===== config.mk =====
export PLATFORM = sky130hd
export DESIGN_NAME = mem_access_unit_flat
export DESIGN_NICKNAME = d
export VERILOG_FILES = /design/src/rtl/mem_access_unit_pkg.sv /design/src/rtl/mem_access_unit_if.sv /design/src/rtl/mem_access_unit_byte_lane_unit.sv /design/src/rtl/mem_access_unit.sv /design/src/flat_wrapper.sv
export SDC_FILE = /design/constraint.sdc
export NUM_CORES = 1
export LEC_CHECK = 0
export ABC_CLOCK_PERIOD_IN_PS = 9600
export CAP_MARGIN = 20
export CORE_ASPECT_RATIO = 0.7
export CORE_MARGIN = 5
export CORE_UTILIZATION = 32
export CTS_CLUSTER_DIAMETER = 150
export DETAILED_ROUTE_END_ITERATION = 10
export DONT_BUFFER_PORTS = 1
export GPL_TIMING_DRIVEN = 0
export PLACE_DENSITY = 0.53
export SLEW_MARGIN = 20
export SYNTH_ARGS = -nofsm -noshare
export SYNTH_HDL_FRONTEND = slang
export SYNTH_HIERARCHICAL = 1
export SYNTH_SLANG_ARGS = --single-unit

===== constraint.sdc =====
create_clock -name clock -period 9.6 [get_ports clock]
set_clock_uncertainty 0.1 [all_clocks]
set_input_delay 2.88 -clock clock [delete_from_list [all_inputs] [get_ports clock]]
set_output_delay 2.88 -clock clock [all_outputs]
set_load 0.02 [all_outputs]

===== src/rtl/mem_access_unit_pkg.sv =====
// Shared types and helpers for the load/store sequencer that fronts the word-wide Memoria.
package mem_pkg;

    typedef enum logic [2:0] {
        LW  = 3'd0,
        LH  = 3'd1,
        LHU = 3'd2,
        LB  = 3'd3,
        LBU = 3'd4,
        SW  = 3'd5,
        SH  = 3'd6,
        SB  = 3'd7
    } mem_op_t;

    typedef enum logic [2:0] {
        IDLE    = 3'd0,
        RD_WAIT = 3'd1,
        WRITE   = 3'd2,
        DONE    = 3'd3,
        ERR     = 3'd4
    } mau_state_t;

    function automatic logic is_misaligned(input mem_op_t op, input logic [1:0] addr_lo);
        logic bad;
        case (op)
            LW, SW:       bad = (addr_lo != 2'b00);
            LH, LHU, SH:  bad = addr_lo[0];
            default:      bad = 1'b0;
        endcase
        return bad;
    endfunction

    function automatic logic is_load(input mem_op_t op);
        return op inside {LW, LH, LHU, LB, LBU};
    endfunction

endpackage


===== src/rtl/mem_access_unit_if.sv =====
// Datapath request/response and Memoria bus of the load/store sequencer.
interface mem_access_unit_if;
    import mem_pkg::*;

    logic        req;
    mem_op_t     op;
    logic [31:0] addr;
    logic [31:0] wdata;
    logic        busy;
    logic        done;
    logic        err;
    logic [31:0] rdata;
    logic [31:0] mem_addr;
    logic        mem_wr;
    logic [31:0] mem_wdata;
    logic [31:0] mem_rdata;

    // The sequencer sits between datapath and memory, so it is the slave on both sides.
    modport slave (
        input  req, op, addr, wdata, mem_rdata,
        output busy, done, err, rdata, mem_addr, mem_wr, mem_wdata
    );

    modport master (
        output req, op, addr, wdata, mem_rdata,
        input  busy, done, err, rdata, mem_addr, mem_wr, mem_wdata
    );

endinterface


===== src/rtl/mem_access_unit_byte_lane_unit.sv =====
// Little-endian lane handling: extract+extend for loads, lane merge for sub-word stores.
module byte_lane_unit
    import mem_pkg::*;
(
    input  mem_op_t     op,
    input  logic [1:0]  addr_lo,
    input  logic [31:0] word,
    input  logic [31:0] wdata,
    output logic [31:0] load_data,
    output logic [31:0] store_word
);

    logic [7:0]  byte_v;
    logic [15:0] half_v;

    // Halfwords are aligned here, so addr_lo[1] alone picks the upper or lower half.
    assign byte_v = word[{addr_lo, 3'b000} +: 8];
    assign half_v = word[{addr_lo[1], 4'b0000} +: 16];

    // NOTE: every output gets a default before the case so no latch is inferred.
    always_comb begin
        load_data = word;
        case (op)
            LB:      load_data = {{24{byte_v[7]}}, byte_v};
            LBU:     load_data = {24'h000000, byte_v};
            LH:      load_data = {{16{half_v[15]}}, half_v};
            LHU:     load_data = {16'h0000, half_v};
            default: load_data = word;
        endcase
    end

    always_comb begin
        store_word = word;
        case (op)
            SB:      store_word[{addr_lo, 3'b000} +: 8]      = wdata[7:0];
            SH:      store_word[{addr_lo[1], 4'b0000} +: 16] = wdata[15:0];
            SW:      store_word = wdata;
            default: store_word = word;
        endcase
    end

endmodule


===== src/rtl/mem_access_unit.sv =====
// Load/store sequencer: one request at a time, read-modify-write for sub-word stores,
// misaligned requests reported as an address exception without touching memory.
module mem_access_unit
    import mem_pkg::*;
#(
    parameter int MEM_LAT = 1
) (
    input  logic               clock,
    input  logic               reset,
    mem_access_unit_if.slave   bus,
    output logic [2:0]         state_out
);

    localparam int CW = $clog2(MEM_LAT + 1);

    mau_state_t     state_q, state_d;
    mem_op_t        op_q, op_d;
    logic [31:0]    addr_q, addr_d;
    logic [31:0]    wdata_q, wdata_d;
    logic [31:0]    word_q, word_d;
    logic [31:0]    rdata_q, rdata_d;
    logic [31:0]    mem_wdata_q, mem_wdata_d;
    logic [CW-1:0]  cnt_q, cnt_d;
    logic           mem_wr_q, mem_wr_d;
    logic           done_q, done_d;
    logic           err_q, err_d;

    logic [31:0]    word_sel;
    logic [31:0]    lane_load;
    logic [31:0]    lane_store;

    // While waiting, the lane unit looks at the live memory word so the
    // extended load and the merged store word are ready on the capture edge.
    assign word_sel = (state_q == RD_WAIT) ? bus.mem_rdata : word_q;

    byte_lane_unit u_lanes (
        .op         (op_q),
        .addr_lo    (addr_q[1:0]),
        .word       (word_sel),
        .wdata      (wdata_q),
        .load_data  (lane_load),
        .store_word (lane_store)
    );

    always_comb begin
        state_d     = state_q;
        op_d        = op_q;
        addr_d      = addr_q;
        wdata_d     = wdata_q;
        word_d      = word_q;
        rdata_d     = rdata_q;
        mem_wdata_d = mem_wdata_q;
        cnt_d       = cnt_q;
        mem_wr_d    = 1'b0;
        done_d      = 1'b0;
        err_d       = 1'b0;

        case (state_q)
            IDLE: begin
                if (bus.req) begin
                    op_d    = bus.op;
                    addr_d  = bus.addr;
                    wdata_d = bus.wdata;
                    if (is_misaligned(bus.op, bus.addr[1:0])) begin
                        state_d = ERR;
                    end else if (bus.op == SW) begin
                        state_d     = WRITE;
                        mem_wr_d    = 1'b1;
                        mem_wdata_d = bus.wdata;
                    end else begin
                        state_d = RD_WAIT;
                        cnt_d   = CW'(MEM_LAT);
                    end
                end
            end

            // The address first appears after the accepting edge, so data is
            // valid MEM_LAT edges later; capture happens once the count hits zero.
            RD_WAIT: begin
                if (cnt_q == '0) begin
                    word_d = bus.mem_rdata;
                    if (is_load(op_q)) begin
                        state_d = DONE;
                        done_d  = 1'b1;
                        rdata_d = lane_load;
                    end else begin
                        state_d     = WRITE;
                        mem_wr_d    = 1'b1;
                        mem_wdata_d = lane_store;
                    end
                end else begin
                    cnt_d = cnt_q - 1'b1;
                end
            end

            WRITE: begin
                state_d = DONE;
                done_d  = 1'b1;
            end

            // Exception is reported through the common completion cycle.
            ERR: begin
                state_d = DONE;
                done_d  = 1'b1;
                err_d   = 1'b1;
            end

            DONE: begin
                state_d = IDLE;
            end

            default: begin
                state_d = IDLE;
            end
        endcase
    end

    // NOTE: sequential state uses non-blocking assignments only.
    always_ff @(posedge clock or posedge reset) begin
        if (reset) begin
            state_q     <= IDLE;
            op_q        <= LW;
            addr_q      <= '0;
            wdata_q     <= '0;
            word_q      <= '0;
            rdata_q     <= '0;
            mem_wdata_q <= '0;
            cnt_q       <= '0;
            mem_wr_q    <= 1'b0;
            done_q      <= 1'b0;
            err_q       <= 1'b0;
        end else begin
            state_q     <= state_d;
            op_q        <= op_d;
            addr_q      <= addr_d;
            wdata_q     <= wdata_d;
            word_q      <= word_d;
            rdata_q     <= rdata_d;
            mem_wdata_q <= mem_wdata_d;
            cnt_q       <= cnt_d;
            mem_wr_q    <= mem_wr_d;
            done_q      <= done_d;
            err_q       <= err_d;
        end
    end

    assign bus.busy      = (state_q != IDLE);
    assign bus.done      = done_q;
    assign bus.err       = err_q;
    assign bus.rdata     = rdata_q;
    assign bus.mem_addr  = {addr_q[31:2], 2'b00};
    assign bus.mem_wr    = mem_wr_q;
    assign bus.mem_wdata = mem_wdata_q;
    assign state_out     = state_q;

endmodule


===== src/flat_wrapper.sv =====
// flat-port wrapper written by rule: the top's interface ports become plain ports
module mem_access_unit_flat import mem_pkg::*;
#(
    parameter int MEM_LAT = 1
)
  (clock, reset, state_out, bus_req, bus_op, bus_addr, bus_wdata, bus_mem_rdata, bus_busy, bus_done, bus_err, bus_rdata, bus_mem_addr, bus_mem_wr, bus_mem_wdata);
  mem_access_unit_if bus_i ();
  input  logic clock;
  input  logic reset;
  output logic [2:0] state_out;
  input wire logic [$bits(bus_i.req)-1:0] bus_req;
  input wire logic [$bits(bus_i.op)-1:0] bus_op;
  input wire logic [$bits(bus_i.addr)-1:0] bus_addr;
  input wire logic [$bits(bus_i.wdata)-1:0] bus_wdata;
  input wire logic [$bits(bus_i.mem_rdata)-1:0] bus_mem_rdata;
  output wire logic [$bits(bus_i.busy)-1:0] bus_busy;
  output wire logic [$bits(bus_i.done)-1:0] bus_done;
  output wire logic [$bits(bus_i.err)-1:0] bus_err;
  output wire logic [$bits(bus_i.rdata)-1:0] bus_rdata;
  output wire logic [$bits(bus_i.mem_addr)-1:0] bus_mem_addr;
  output wire logic [$bits(bus_i.mem_wr)-1:0] bus_mem_wr;
  output wire logic [$bits(bus_i.mem_wdata)-1:0] bus_mem_wdata;
  assign bus_i.req = bus_req;
  assign bus_i.op = bus_op;
  assign bus_i.addr = bus_addr;
  assign bus_i.wdata = bus_wdata;
  assign bus_i.mem_rdata = bus_mem_rdata;
  assign bus_busy = bus_i.busy;
  assign bus_done = bus_i.done;
  assign bus_err = bus_i.err;
  assign bus_rdata = bus_i.rdata;
  assign bus_mem_addr = bus_i.mem_addr;
  assign bus_mem_wr = bus_i.mem_wr;
  assign bus_mem_wdata = bus_i.mem_wdata;
  mem_access_unit #(.MEM_LAT(MEM_LAT)) u_core (.clock(clock), .reset(reset), .bus(bus_i), .state_out(state_out));
endmodule

-- Word level (Yosys, flattened, before mapping)
Index checks and enable logic that the tools add are counted.
- bits in read-only memories: 0
- bits of input ports: 102
- bits in latches: 0
- flip-flop bits (word level): 170
- memories: 0
- output and inout port bits: 103
- bits in writable memories: 0
- shift operators: 6
- div/mod/pow operators: 0
- reduce and logical (&&, ||, !) cells: 16
- bitwise logic cells: 1
- add/sub/neg operators: 3
- equality and inequality tests: 20
- magnitude comparators: 0
- multipliers: 0
- multiplexer cells: 35
- operators with widths (operator ; number):
    $mux 32 ; 6
    $pmux 32 s4 ; 1
    $pmux 32 s3 ; 1
    $bwmux 32 ; 2
    $pmux 32 s2 ; 1
    $shift 16x7->32 const A ; 1
    $shift 8x7->32 const A ; 1
    $shiftx 16x7->32 ; 1
    $shiftx 32x6->16 ; 1
    $shiftx 32x6->8 ; 1
    $shiftx 8x7->32 ; 1
    $eq 3x3->1 const B ; 7
    $mux 1 ; 15
    $neg 5->7 ; 2
    $eq 3x2->1 const B ; 4
    $ne 2x2->1 const B ; 5
    $eq 3x1->1 const B ; 3
    $logic_not 3->1 ; 3
    $mux 3 ; 3
    $pmux 3 s3 ; 1
    $pmux 1 s2 ; 4
    $reduce_and 2->1 ; 3
    $reduce_and 6->1 ; 1
    $reduce_bool 5->1 ; 1
    other kinds (10) ; 12

-- Depth between registers and ports, before layout
- depth after elaboration: 8
- gate-level depth with buffers: 15
- mapped depth without buffers: 10

-- Cells and area by module
The synthesis kept the hierarchy.
- modules (own cells, without submodules) (module ; times used ; cells each ; area an instance (µm²)):
    mem_access_unit ; 1 ; 597 ; 7385.8
    byte_lane_unit ; 1 ; 251 ; 1641.6

-- Least setup slack after synthesis
No wires, ideal clock.
- path kind: input to register
- start point: input port bus_mem_rdata[15]
- end point: register u_core.rdata_q[29] (netlist: u_core/bus.rdata[29])
- cell stages on the path: 9
- setup slack: 5.097 ns
- data arrival time: 4.338 ns
- data required time: 9.435 ns
- path buffers: 1
- library setup time: 0.065 ns
- path through: nand2_1 > nand2_1 > mux2i_1 > mux2_2 > mux2_4 > nor3b_4 > buf_6 > a21o_1 > mux2_2
- cells in the longest elaborated chain, start to end: 3
- RTL lines (what ; RTL line ; source):
    start, declared ; flat_wrapper.sv:15 ; input wire logic [$bits(bus_i.mem_rdata)-1:0] bus_mem_rdata;
    $mux 32 * ; mem_access_unit.sv:34 ; assign word_sel = (state_q == RD_WAIT) ? bus.mem_rdata : word_q;
    named net u_core.word_sel[15] ; mem_access_unit.sv:28 ; logic [31:0] word_sel;
    $shiftx 32x6->16 / $shiftx 32x6->8 (equally long branches) ; mem_access_unit_byte_lane_unit.sv:18, mem_access_unit_byte_lane_unit.sv:17 ;
    $pmux 32 s4 * ; mem_access_unit_byte_lane_unit.sv:23 ; case (op)
    named net u_core.lane_load[29] ; mem_access_unit.sv:29 ; logic [31:0] lane_load;
    end signal, assigned ; mem_access_unit.sv:138 ; rdata_q <= rdata_d;
    end, declared ; mem_access_unit.sv:21 ; logic [31:0] rdata_q, rdata_d;
The timed path passes the listed nets; every way through them passes the cells marked *.
A chain may end at the register's enable or synchronous reset.

-- Worst setup path after layout
- start point: register u_core.state_q[1] (netlist: u_core/state_out[1])
- end point: output port bus_busy
- cells in the longest elaborated chain, start to end: 1
- RTL lines (what ; RTL line ; source):
    start, declared ; mem_access_unit.sv:16 ; mau_state_t state_q, state_d;
    start signal, assigned ; mem_access_unit.sv:133 ; state_q <= state_d;
    $reduce_bool 3->1 ; mem_access_unit.sv:147 ; assign bus.busy = (state_q != IDLE);
    end, declared ; flat_wrapper.sv:16 ; output wire logic [$bits(bus_i.busy)-1:0] bus_busy;
No other way between the ends.

==> results.sh <==
export IMPL_outcome="finished clean"
export IMPL_grt_ovfl_total=0
export IMPL_syn_area_per_cell_um2=10.6
export IMPL_power_density_nw_per_um2=441
export IMPL_grt_max_degree=100
export IMPL_crit_type="flip-flop to output port"
export IMPL_htree_levels=4
export IMPL_ctsHoldBuffers=0
export IMPL_fmaxAchievable_mhz=217
export IMPL_path_clk_slew_ns=0.06
export IMPL_period_share_pct=48.1
export IMPL_dieHeight_um=151
export IMPL_ys_ff_latch=170
export IMPL_post_cts_buffers=0
export IMPL_critPathTopFamily="flip-flops"
export IMPL_place_hpwl_mm=22.1
export IMPL_ys_dominant_reg_cell="dfrtp_1"
export IMPL_hold_ws_ns=0.406
export IMPL_die_w_um=211
export IMPL_grt_util_all_layers_pct=18.3
export IMPL_grt_antenna_before_repair=0
export IMPL_synth_seq_area_share_pct=47.1
export IMPL_core_area_um2=27800
export IMPL_maxSlewHeadroom_pct=36.1
export IMPL_wl_per_cell_um=23.1
export IMPL_cp_required_ns=6.62
export IMPL_pin_count=205
export IMPL_period_needed_ns=4.61
export IMPL_tightestPinTransition_ns=0.951
export IMPL_ir_worst_vdd_mv=0.191
export IMPL_cts_root_buf="clkbuf_16"
export IMPL_setup_ws_ns=4.99
export IMPL_critPathBufInv=2
export IMPL_yosys_cell_types_count=63
export IMPL_wl_mm=29.0
export IMPL_rsz0062_at_grt="false"
export IMPL_cp_slowest_cell="dfrtp_1"
export IMPL_first_pass_iters=8
export IMPL_final_cell_area_um2=10100
export IMPL_power_total_w=0.00446
export IMPL_yosys_warnings=6
export IMPL_max_stage_delay_ns=0.46
export IMPL_grt_first_pass_wirelength_mm=43.0
export IMPL_hold_path_class="flip-flop to flip-flop"
export IMPL_fillers=2828
export IMPL_placed_area_um2=9530
export IMPL_drv_slew=0
export IMPL_drt_iter0_drc=700
export IMPL_leakagePower_nw=4.61
export IMPL_cts_made_buffers=17
export IMPL_cp_arrival_ns=1.63
export IMPL_clock_sinks=170
export IMPL_multi_input_area_um2=4170
export IMPL_pre_cts_ws_ns=4.66
export IMPL_diodes=0
export IMPL_postSynthCellCount=848
export IMPL_die_area_um2=31700
export IMPL_worst_path_max_fanout=9
export IMPL_setup_violations=0
export IMPL_path_cells="buf_2, nor3_1, inv_1"
export IMPL_cp_end_kind="output port"
export IMPL_num_rows=51
export IMPL_port_buffers=0
export IMPL_drive_gt1_share_pct=23.9
export IMPL_area_delta_synth_final_pct=12.1
export IMPL_synth_edf_count=0
export IMPL_cts_resized=0
export IMPL_via_count=6697
export IMPL_synth_area_um2=9030
export IMPL_nNetsFinal=976
export IMPL_place_gp_congestion=0.929
export IMPL_async_flop_share_pct=100
export IMPL_drc=0
export IMPL_final_util_pct=36.4
export IMPL_startpoint_type="flip-flop"
export IMPL_rrSetupSlack_ns=5.64
export IMPL_tritoncts="built"
export IMPL_drv_cap=0
export IMPL_cts_max_path_buffers=2
export IMPL_finalHoldViolations=0
export IMPL_initial_utilization_pct=32.4
export IMPL_regArea_um2=4250
export IMPL_vias_per_cell=5.34
export IMPL_ant_nets=0
export IMPL_insertion_delay_ns=0.44
export IMPL_grt_pass1_vias=6619
-- state kept, by name, indices dropped and copies added, names as in the netlist, 3 cells and up --
register              cells
u_core/bus.mem_wdata     32
u_core/bus.rdata         32
u_core/op_q               3
u_core/addr_q            32
u_core/state_out          3
u_core/word_q            32
u_core/wdata_q           32
-- cell usage in the layout, fill, tap and decap left out, types with 6 or more instances in the layout --
master / count
dfrtp_1: 170
clkbuf_1: 21
a22oi_1: 12
inv_1: 16
mux2_1: 29
mux2i_1: 39
nand2b_1: 7
buf_2: 27
nor2_1: 13
buf_4: 35
a21oi_1: 12
nor3_1: 7
a221o_1: 8
o21a_1: 6
o21ai_1: 22
buf_6: 6
a222oi_1: 16
a21o_1: 18
mux2_2: 103
clkbuf_16: 17
a22o_1: 9
o21ai_0: 24
nand2_1: 179
-- through the flow --
step | setup TNS [ns] | cells
2_1_floorplan | 0 | 849
5_1_grt | 0 | 1253
6_report | 0 | 1253
3_3_place_gp | -57.54 | 1220
4_1_cts | 0 | 1253
3_5_place_dp | 0 | 1221
-- cell type report --
class	count	area share [%]
timing repair buffer	1	0.272
sequential	170	42.0
clock buffer	24	4.76
tap	371	4.59
multi-input combinational	574	41.2
clock inverter	8	1.08
buffer	87	5.30
inverter	18	0.742
-- power breakdown --
group | total (W) | switching [W] | leakage (nW) | internal, W
clock network | 0.000701 | 0.000295 | 0.278 | 0.000406
logic | 0.00226 | 0.00131 | 2.27 | 0.000953
registers | 0.00150 | 0.000431 | 2.06 | 0.00107
total | 0.00446 | 0.00203 | 4.61 | 0.00243
-- Yosys cell counts (all sizes together), types with 3 or more instances --
cell    instances  area [µm²]
nor2           14        55.1
a31oi           5        31.3
nor4b           3        56.3
mux2i          39         390
a211oi          5        37.5
dfrtp         170        4250
a22oi          12        90.1
nand2         180         678
ha              5        62.6
clkbuf         17        63.8
a222oi         16         160
a21oi          13        76.3
nand2b          7        43.8
a22o            9        78.8
nand3           4        20.0
a21o           18         135
nor3b           3        38.8
inv            17        63.8
xnor2           3        26.3
o21a            6        45.0
a221o           8        80.1
o22ai           3        18.8
o221ai          3        26.3
o21ai          46         230
o32a            3        30.0
nor3            7        35.0
mux2          133        1500
buf            70         473
-- logic make-up after synthesis --
kind of cell,after synthesis,share of synthesized area [%]
compound gates,163,13.0
xor+xnor,4,0.388
fa+ha+maj,5,0.693
buf+inv,105,6.69
flops,170,47.1
mux,172,21.0
other cells,1,0.0415
simple gates,228,11.1
-- routing by layer --
layer | GRT usage, % | up-vias | wire, µm
li1 | - | 3034 | -
met1 | 26.6 | 3357 | 13200
met2 | 25.8 | 287 | 12300
met3 | 6.89 | 19 | 3180
met4 | 4.08 | 0 | 296
met5 | 0 | - | 0
-- final timing paths --
| check | startpoint | to | depth (start not counted) |
|---|---|---|---|
| min reg2reg | u_core/word_q[31]$_DFFE_PP0P_ | u_core/word_q[31]$_DFFE_PP0P_ | 1 |
| min | u_core/word_q[31]$_DFFE_PP0P_ | u_core/word_q[31]$_DFFE_PP0P_ | 1 |
| max in group asynchronous | reset | u_core/wdata_q[12]$_DFFE_PP0P_ | 2 |
| max | u_core/state_out[1]$_DFFE_PP0P_ | bus_busy | 3 |
| max reg2reg | u_core/state_out[1]$_DFFE_PP0P_ | u_core/bus.rdata[31]$_DFFE_PP0P_ | 15 |
| min in group asynchronous | reset | u_core/addr_q[2]$_DFFE_PP0P_ | 1 |
(Power assumes the default switching activity.)
